### config.mk
export PLATFORM = sky130hd
export DESIGN_NAME = ctrl_pipe
export DESIGN_NICKNAME = d
export VERILOG_FILES = /design/src/rtl/ctrl_pipe_pkg.sv /design/src/rtl/ctrl_pipe_hazard_fwd_unit.sv /design/src/rtl/ctrl_pipe.sv
export SDC_FILE = /design/constraint.sdc
export NUM_CORES = 1
export LEC_CHECK = 0
export CAP_MARGIN = 20
export CORE_UTILIZATION = 40
export DETAILED_ROUTE_END_ITERATION = 12
export DONT_BUFFER_PORTS = 1
export GPL_ROUTABILITY_DRIVEN = 0
export RECOVER_POWER = 50
export SLEW_MARGIN = 40
export SYNTH_ARGS = -nofsm -noshare
export SYNTH_HDL_FRONTEND = slang
export SYNTH_HIERARCHICAL = 1
export SYNTH_SLANG_ARGS = --single-unit
### constraint.sdc
create_clock -name clk -period 4.16 [get_ports clk]
set_clock_uncertainty 0.2 [all_clocks]
set_input_delay 0.208 -clock clk [delete_from_list [all_inputs] [get_ports clk]]
set_output_delay 0.208 -clock clk [all_outputs]
set_load 0.01 [all_outputs]
### src/rtl/ctrl_pipe_pkg.sv
`default_nettype none
// ============================================================================
//  Module   : ctrl_pipe_pkg
//  Purpose  : Shared encodings and the ID/EX control bundle type for the
//             control pipeline (ctrl_pipe) and its hazard/forwarding unit.
//  Contents : ALU nop code, pc_src encodings, forwarding-select encodings,
//             ex_ctrl_t packed struct and the bubble value for it.
//  Revision : 1.0 - initial release
// ============================================================================
package ctrl_pipe_pkg;

  localparam logic [2:0] ALUOP_NOP = 3'b111;

  localparam logic [1:0] PCSRC_SEQ = 2'd0;
  localparam logic [1:0] PCSRC_BR  = 2'd1;
  localparam logic [1:0] PCSRC_JMP = 2'd2;

  localparam logic [1:0] FWD_RF  = 2'b00;
  localparam logic [1:0] FWD_MEM = 2'b10;
  localparam logic [1:0] FWD_WB  = 2'b01;

  typedef struct packed {
    logic       regWrite;
    logic       memRead;
    logic       memWrite;
    logic       memToReg;
    logic       ALUsrc;
    logic [2:0] ALUop;
  } ex_ctrl_t;

  // A bubble does nothing: no writes, no memory access, ALU nop.
  localparam ex_ctrl_t EX_CTRL_BUBBLE = '{
    regWrite: 1'b0, memRead: 1'b0, memWrite: 1'b0,
    memToReg: 1'b0, ALUsrc: 1'b0, ALUop: ALUOP_NOP
  };

endpackage : ctrl_pipe_pkg
`default_nettype wire

### src/rtl/ctrl_pipe_hazard_fwd_unit.sv
`default_nettype none
// ============================================================================
//  Module   : hazard_fwd_unit
//  Purpose  : Purely combinational hazard detection, branch resolution and
//             EX-stage operand forwarding selects.
//  Ports    : i_id_*   - branch/jump controls and register fields in ID
//             i_ex_*   - ID/EX register state (memRead, regWrite, dest, rs, rt)
//             i_mem_*  - EX/MEM regWrite and dest
//             i_wb_*   - MEM/WB regWrite and dest
//             o_stall  - hold PC and IF/ID, bubble into ID/EX
//             o_taken  - control transfer resolved in ID this cycle
//             o_pc_src - next-PC select
//             o_fwdA/B - EX operand selects
//  Revision : 1.0 - initial release
// ============================================================================
module hazard_fwd_unit
  import ctrl_pipe_pkg::*;
#(
  parameter int RA_W = 5
) (
  input  logic            i_id_beq,
  input  logic            i_id_bne,
  input  logic            i_id_j,
  input  logic            i_id_equal,
  input  logic [RA_W-1:0] i_id_rs,
  input  logic [RA_W-1:0] i_id_rt,
  input  logic            i_ex_memRead,
  input  logic            i_ex_regWrite,
  input  logic [RA_W-1:0] i_ex_dest,
  input  logic [RA_W-1:0] i_ex_rs,
  input  logic [RA_W-1:0] i_ex_rt,
  input  logic            i_mem_regWrite,
  input  logic [RA_W-1:0] i_mem_dest,
  input  logic            i_wb_regWrite,
  input  logic [RA_W-1:0] i_wb_dest,
  output logic            o_stall,
  output logic            o_taken,
  output logic [1:0]      o_pc_src,
  output logic [1:0]      o_fwdA,
  output logic [1:0]      o_fwdB
);

  logic w_ex_hits_id;
  logic w_load_use;
  logic w_branch_haz;
  logic w_stall;
  logic w_taken;

  // Register 0 is hard-wired, so it can never be a real producer.
  assign w_ex_hits_id = (i_ex_dest != '0) &&
                        ((i_ex_dest == i_id_rs) || (i_ex_dest == i_id_rt));

  assign w_load_use   = i_ex_memRead && w_ex_hits_id;
  // Branch compares in ID, so an ALU result still in EX cannot be forwarded.
  assign w_branch_haz = (i_id_beq || i_id_bne) && i_ex_regWrite && w_ex_hits_id;
  assign w_stall      = w_load_use || w_branch_haz;

  assign w_taken = !w_stall &&
                   ((i_id_beq && i_id_equal) || (i_id_bne && !i_id_equal) || i_id_j);

  always_comb begin
    o_pc_src = PCSRC_SEQ;
    if (!w_stall) begin
      if (i_id_j)       o_pc_src = PCSRC_JMP;
      else if (w_taken) o_pc_src = PCSRC_BR;
    end
  end

  // The younger producer (EX/MEM) holds the newest value, so it wins.
  function automatic logic [1:0] f_fwd_sel(input logic [RA_W-1:0] src);
    if (i_mem_regWrite && (i_mem_dest != '0) && (i_mem_dest == src))
      return FWD_MEM;
    else if (i_wb_regWrite && (i_wb_dest != '0) && (i_wb_dest == src))
      return FWD_WB;
    else
      return FWD_RF;
  endfunction

  assign o_fwdA  = f_fwd_sel(i_ex_rs);
  assign o_fwdB  = f_fwd_sel(i_ex_rt);
  assign o_stall = w_stall;
  assign o_taken = w_taken;

endmodule : hazard_fwd_unit
`default_nettype wire

### src/rtl/ctrl_pipe.sv
`default_nettype none
// ============================================================================
//  Module   : ctrl_pipe
//  Purpose  : Carries decoded controls through ID/EX, EX/MEM and MEM/WB,
//             drives fetch-stage stall/flush/pc_src, EX forwarding selects,
//             and keeps saturating stall and flush event counters.
//  Ports    : clk, rst (async, active-high)
//             id_*            - decoded bundle of the instruction in ID
//             pc_write, ifid_write, ifid_flush, pc_src - fetch control
//             ex_*, mem_*, wb_* - pipeline register contents
//             fwdA, fwdB      - EX operand selects
//             stall_cnt, flush_cnt - saturating event counters
//  Revision : 1.0 - initial release
// ============================================================================
module ctrl_pipe
  import ctrl_pipe_pkg::*;
#(
  parameter int RA_W  = 5,
  parameter int CNT_W = 16
) (
  input  logic             clk,
  input  logic             rst,
  input  logic             id_regWrite,
  input  logic             id_memToReg,
  input  logic             id_memRead,
  input  logic             id_memWrite,
  input  logic             id_ALUsrc,
  input  logic             id_regDest,
  input  logic             id_beq,
  input  logic             id_bne,
  input  logic             id_j,
  input  logic [2:0]       id_ALUop,
  input  logic             id_equal,
  input  logic [RA_W-1:0]  id_rs,
  input  logic [RA_W-1:0]  id_rt,
  input  logic [RA_W-1:0]  id_rd,
  output logic             pc_write,
  output logic             ifid_write,
  output logic             ifid_flush,
  output logic [1:0]       pc_src,
  output logic             ex_regWrite,
  output logic             ex_memRead,
  output logic             ex_memWrite,
  output logic             ex_memToReg,
  output logic             ex_ALUsrc,
  output logic [2:0]       ex_ALUop,
  output logic [RA_W-1:0]  ex_rs,
  output logic [RA_W-1:0]  ex_rt,
  output logic [RA_W-1:0]  ex_dest,
  output logic             mem_regWrite,
  output logic             mem_memRead,
  output logic             mem_memWrite,
  output logic             mem_memToReg,
  output logic [RA_W-1:0]  mem_dest,
  output logic             wb_regWrite,
  output logic             wb_memToReg,
  output logic [RA_W-1:0]  wb_dest,
  output logic [1:0]       fwdA,
  output logic [1:0]       fwdB,
  output logic [CNT_W-1:0] stall_cnt,
  output logic [CNT_W-1:0] flush_cnt
);

  // ID/EX
  ex_ctrl_t        r_ex;
  logic [RA_W-1:0] r_ex_rs;
  logic [RA_W-1:0] r_ex_rt;
  logic [RA_W-1:0] r_ex_dest;
  // EX/MEM
  logic            r_mem_regWrite;
  logic            r_mem_memRead;
  logic            r_mem_memWrite;
  logic            r_mem_memToReg;
  logic [RA_W-1:0] r_mem_dest;
  // MEM/WB
  logic            r_wb_regWrite;
  logic            r_wb_memToReg;
  logic [RA_W-1:0] r_wb_dest;
  // Event counters
  logic [CNT_W-1:0] r_stall_cnt;
  logic [CNT_W-1:0] r_flush_cnt;

  logic     w_stall;
  logic     w_taken;
  ex_ctrl_t w_id_ctrl;

  hazard_fwd_unit #(
    .RA_W (RA_W)
  ) u_hazard_fwd (
    .i_id_beq       (id_beq),
    .i_id_bne       (id_bne),
    .i_id_j         (id_j),
    .i_id_equal     (id_equal),
    .i_id_rs        (id_rs),
    .i_id_rt        (id_rt),
    .i_ex_memRead   (r_ex.memRead),
    .i_ex_regWrite  (r_ex.regWrite),
    .i_ex_dest      (r_ex_dest),
    .i_ex_rs        (r_ex_rs),
    .i_ex_rt        (r_ex_rt),
    .i_mem_regWrite (r_mem_regWrite),
    .i_mem_dest     (r_mem_dest),
    .i_wb_regWrite  (r_wb_regWrite),
    .i_wb_dest      (r_wb_dest),
    .o_stall        (w_stall),
    .o_taken        (w_taken),
    .o_pc_src       (pc_src),
    .o_fwdA         (fwdA),
    .o_fwdB         (fwdB)
  );

  assign w_id_ctrl = '{
    regWrite: id_regWrite, memRead: id_memRead, memWrite: id_memWrite,
    memToReg: id_memToReg, ALUsrc: id_ALUsrc, ALUop: id_ALUop
  };

  always_ff @(posedge clk or posedge rst) begin
    if (rst) begin
      r_ex           <= EX_CTRL_BUBBLE;
      r_ex_rs        <= '0;
      r_ex_rt        <= '0;
      r_ex_dest      <= '0;
      r_mem_regWrite <= 1'b0;
      r_mem_memRead  <= 1'b0;
      r_mem_memWrite <= 1'b0;
      r_mem_memToReg <= 1'b0;
      r_mem_dest     <= '0;
      r_wb_regWrite  <= 1'b0;
      r_wb_memToReg  <= 1'b0;
      r_wb_dest      <= '0;
      r_stall_cnt    <= '0;
      r_flush_cnt    <= '0;
    end else begin
      if (w_stall) begin
        r_ex      <= EX_CTRL_BUBBLE;
        r_ex_rs   <= '0;
        r_ex_rt   <= '0;
        r_ex_dest <= '0;
      end else begin
        r_ex      <= w_id_ctrl;
        r_ex_rs   <= id_rs;
        r_ex_rt   <= id_rt;
        r_ex_dest <= id_regDest ? id_rd : id_rt;
      end

      r_mem_regWrite <= r_ex.regWrite;
      r_mem_memRead  <= r_ex.memRead;
      r_mem_memWrite <= r_ex.memWrite;
      r_mem_memToReg <= r_ex.memToReg;
      r_mem_dest     <= r_ex_dest;

      r_wb_regWrite  <= r_mem_regWrite;
      r_wb_memToReg  <= r_mem_memToReg;
      r_wb_dest      <= r_mem_dest;

      // Counters stick at all-ones rather than wrapping.
      if (w_stall && (r_stall_cnt != '1))
        r_stall_cnt <= r_stall_cnt + CNT_W'(1);
      if (w_taken && (r_flush_cnt != '1))
        r_flush_cnt <= r_flush_cnt + CNT_W'(1);
    end
  end

  assign pc_write     = !w_stall;
  assign ifid_write   = !w_stall;
  assign ifid_flush   = w_taken;

  assign ex_regWrite  = r_ex.regWrite;
  assign ex_memRead   = r_ex.memRead;
  assign ex_memWrite  = r_ex.memWrite;
  assign ex_memToReg  = r_ex.memToReg;
  assign ex_ALUsrc    = r_ex.ALUsrc;
  assign ex_ALUop     = r_ex.ALUop;
  assign ex_rs        = r_ex_rs;
  assign ex_rt        = r_ex_rt;
  assign ex_dest      = r_ex_dest;

  assign mem_regWrite = r_mem_regWrite;
  assign mem_memRead  = r_mem_memRead;
  assign mem_memWrite = r_mem_memWrite;
  assign mem_memToReg = r_mem_memToReg;
  assign mem_dest     = r_mem_dest;

  assign wb_regWrite  = r_wb_regWrite;
  assign wb_memToReg  = r_wb_memToReg;
  assign wb_dest      = r_wb_dest;

  assign stall_cnt    = r_stall_cnt;
  assign flush_cnt    = r_flush_cnt;

endmodule : ctrl_pipe
`default_nettype wire

==> results_dict.tcl <==
set metrics [dict create \
    ys_ff_latch 71 \
    end_kind "flip-flop" \
    crit_end "flush_cnt[15]$_DFFE_PP0P_" \
    coreArea_sq_um 7770 \
    numClockSinks 71 \
    path_max_fanout 7 \
    finalMaxSlewViolations 0 \
    dieWidth_um 91.9 \
    area_growth_pct 18.9 \
    p_leak_nw 1.68 \
    die_area_sq_um 8440 \
    slew_headroom_pct 14.8 \
    final_cells 426 \
    drv_cap 0 \
    p_per_area_nw_per_um2 449 \
    setup_tns_ps 0 \
    drt_iter0_markers 44 \
    dr_wl_met3_um 575 \
    setup_viol 0 \
    period_share_pct 71.4 \
    n_antenna_cell 0 \
    dieHeight_um 91.9 \
    pin_count 110 \
    yosys.area.top_type "dfrtp_1" \
    path_clk_slew_ps 80 \
    grt_use_total_pct 18.0 \
    synth.avg_cell_area_sq_um 11.5 \
    timing.rr.end "flush_cnt[15]$_DFFE_PP0P_" \
    yosys_warnings 6 \
    cts_tree "done" \
    vias 2233 \
    worst_skew_pair.late_latency_ps 330 \
    fmax_ghz 0.337 \
    grt_pass1_vias 2347 \
    hpwl_um 5110 \
    rsz0062_at_grt "no" \
    synthTopCellsByArea "dfrtp_1 53%, xor2_1 7.9%, xnor2_1 5.7%" \
    r2r.worst_path.cells 8 \
    drive_above_1_share_pct 10.8 \
    ir_drop_mv 0.223 \
    fp-row-count 32 \
    synth_common_cells "68 x dfrtp_1, 29 x xor2_1, 21 x xnor2_1" \
    cp-start-kind "flip-flop" \
    routed_wl_um 7150 \
    seq_area_frac_synth_pct 55.1 \
    slowest_stage "or4_1" \
    min_path_type "in -> reg" \
    cts-root-buf "clkbuf_8" \
    wl_per_cell_um 16.8 \
    clk_path_buf_depth 2 \
    dp_cells 381 \
    worstReg2RegStart "ex_dest[4]$_DFF_PP0_" \
    antenna_found_initial 0 \
    nets 351 \
    final_antenna_net_count 0 \
    yosys.area.top_type_share_pct 52.7 \
    synth_cell_types 44 \
    drc_errors 0 \
    drt-pass1-iter-count 4 \
    met1Wirelength_um 3010 \
    synth.net_count 314 \
    arrival_ps 3030 \
    viasPerCell 5.24 \
    post-cts-setup-buffer-count 0 \
    worstMarginPinSlew_ps 1280 \
    status "complete, no violations" \
    top_layer "met4" \
    slowest_delay_ps 570 \
    synth-edff-count 0 \
    finalHoldViolations 0 \
    grt_pass1_wl_um 11700 \
    netlist_area_sq_um 3230 \
    ctsHtreeMaxLevel 3 \
    fin_crit_ps 2970 \
    synth_flop_cell "dfrtp_1" \
    cts_made_buffers 9 \
    synth.most_common_cell "dfrtp_1" \
    critPathLaunch "ex_dest[4]$_DFF_PP0_" \
    crit_type "reg -> reg" \
    grt_overflow 0 \
    crit_chain "or4_1 > o22a_1 > a22oi_1 > buf_4 > nand4_1 > or2_1 > nor4_1 > xor2_1" \
    async_reset_ff_share_pct 100 \
    syn_inst 282 \
    rrSetupSlack_ps 1190 \
    grt_max_degree 38 \
    critical_path_required_ps 4220 \
    portBuffers 0 \
    start_util_pct 41.6 \
    dr_wl_met2_um 3430 \
]
-- cells by family after synthesis --
| kind of cell | synth area share (%) |
|---|---|
| muxes | 3.56 |
| and+or+nand+nor | 20.3 |
| xor gates and xnor gates | 13.6 |
| buffers and inverters | 1.43 |
| DFF | 55.1 |
| AOI/OAI and AO/OA | 5.23 |
| adders and majority gates | 0.774 |
-- through the flow --
stage	instance area (sq um)	total power [mW]	hold WS [ps]	util [%]	setup WS, ps
after detailed placement	3350	1.17	46.9	43.2	1210
after CTS	3840	1.75	181	49.5	1220
after global placement	3350	1.17	55.1	43.2	1260
after global routing	3840	1.82	212	49.5	1030
after floorplan	3230	1.10	117	-	1220
final	3840	1.73	195	49.5	1190
-- placed cells by master (no fill, tap or decap), drive strengths merged, types with 3 or more instances in the layout --
master       count
dfrtp           68
xor2            29
dlygate4sd3     29
xnor2           21
nor2            16
nand3           16
nor2b           15
nand2           14
nand4           10
clkbuf          10
nor4            10
a21oi            8
nor3             7
mux2i            7
and3             6
or4              6
a31oi            5
inv              5
or2              4
mux2             4
and4             3
clkinv           3
dfstp            3
buf              3
-- sequential cells by signal (all words and copies together), names as in the netlist, 3 cells and up --
name       flops
ex_ALUop       3
ex_dest        5
ex_rs          5
ex_rt          5
flush_cnt     16
mem_dest       5
stall_cnt     16
wb_dest        5
-- worst max-delay path: cells and delay by family, from the launching register on --
family	cells	cell delay, ps
and+or+nand+nor	4	1410
AOI/OAI and AO/OA	2	440
xor gates and xnor gates	1	180
buffers and inverters	1	200
DFF	1	470
-- cell type report --
type                    count  area (sq um)
clock inverters             6          60.1
inverters                   5          18.8
well taps                 102           128
repair buffers             32           313
multi-input cells         200          1400
flip-flops and latches     71          1780
clock buffers              10           138
fillers                   726          3930
-- metal layers --
layer | vias to the layer above | GRT usage [%]
met5 | - | 0
met2 | 83 | 28.9
met4 | 0 | 6.38
li1 | 1066 | -
met1 | 1071 | 21.2
met3 | 13 | 8.37
-- worst min path at each step --
stage,cells past startpoint,endpoint,from,slack [ps]
after floorplan,1,ex_ALUop[0]$_DFF_PP1_,id_ALUop[0],120
after global placement,1,stall_cnt[4]$_DFFE_PP0P_,rst,60
after detailed placement,1,stall_cnt[1]$_DFFE_PP0P_,rst,50
after CTS,5,flush_cnt[0]$_DFFE_PP0P_,id_j,180
after global routing,5,flush_cnt[0]$_DFFE_PP0P_,id_j,210
final,5,flush_cnt[0]$_DFFE_PP0P_,id_j,200
-- power breakdown --
part / internal [mW] / leakage (nW) / switching (mW) / total [mW]
combinational: 0.121 / 0.706 / 0.112 / 0.233
clock: 0.290 / 0.0981 / 0.256 / 0.546
sequential: 0.777 / 0.873 / 0.168 / 0.946
total: 1.19 / 1.68 / 0.537 / 1.73
-- what timing repair did --
action / CTS / global route
hold buffers: 29 / 0
endpoints found under the setup margin: 0 / 0
endpoints found under the hold margin: 54 / 0
gates resized for setup: 0 / 0
Note: power is estimated with default switching activity, not from simulation.
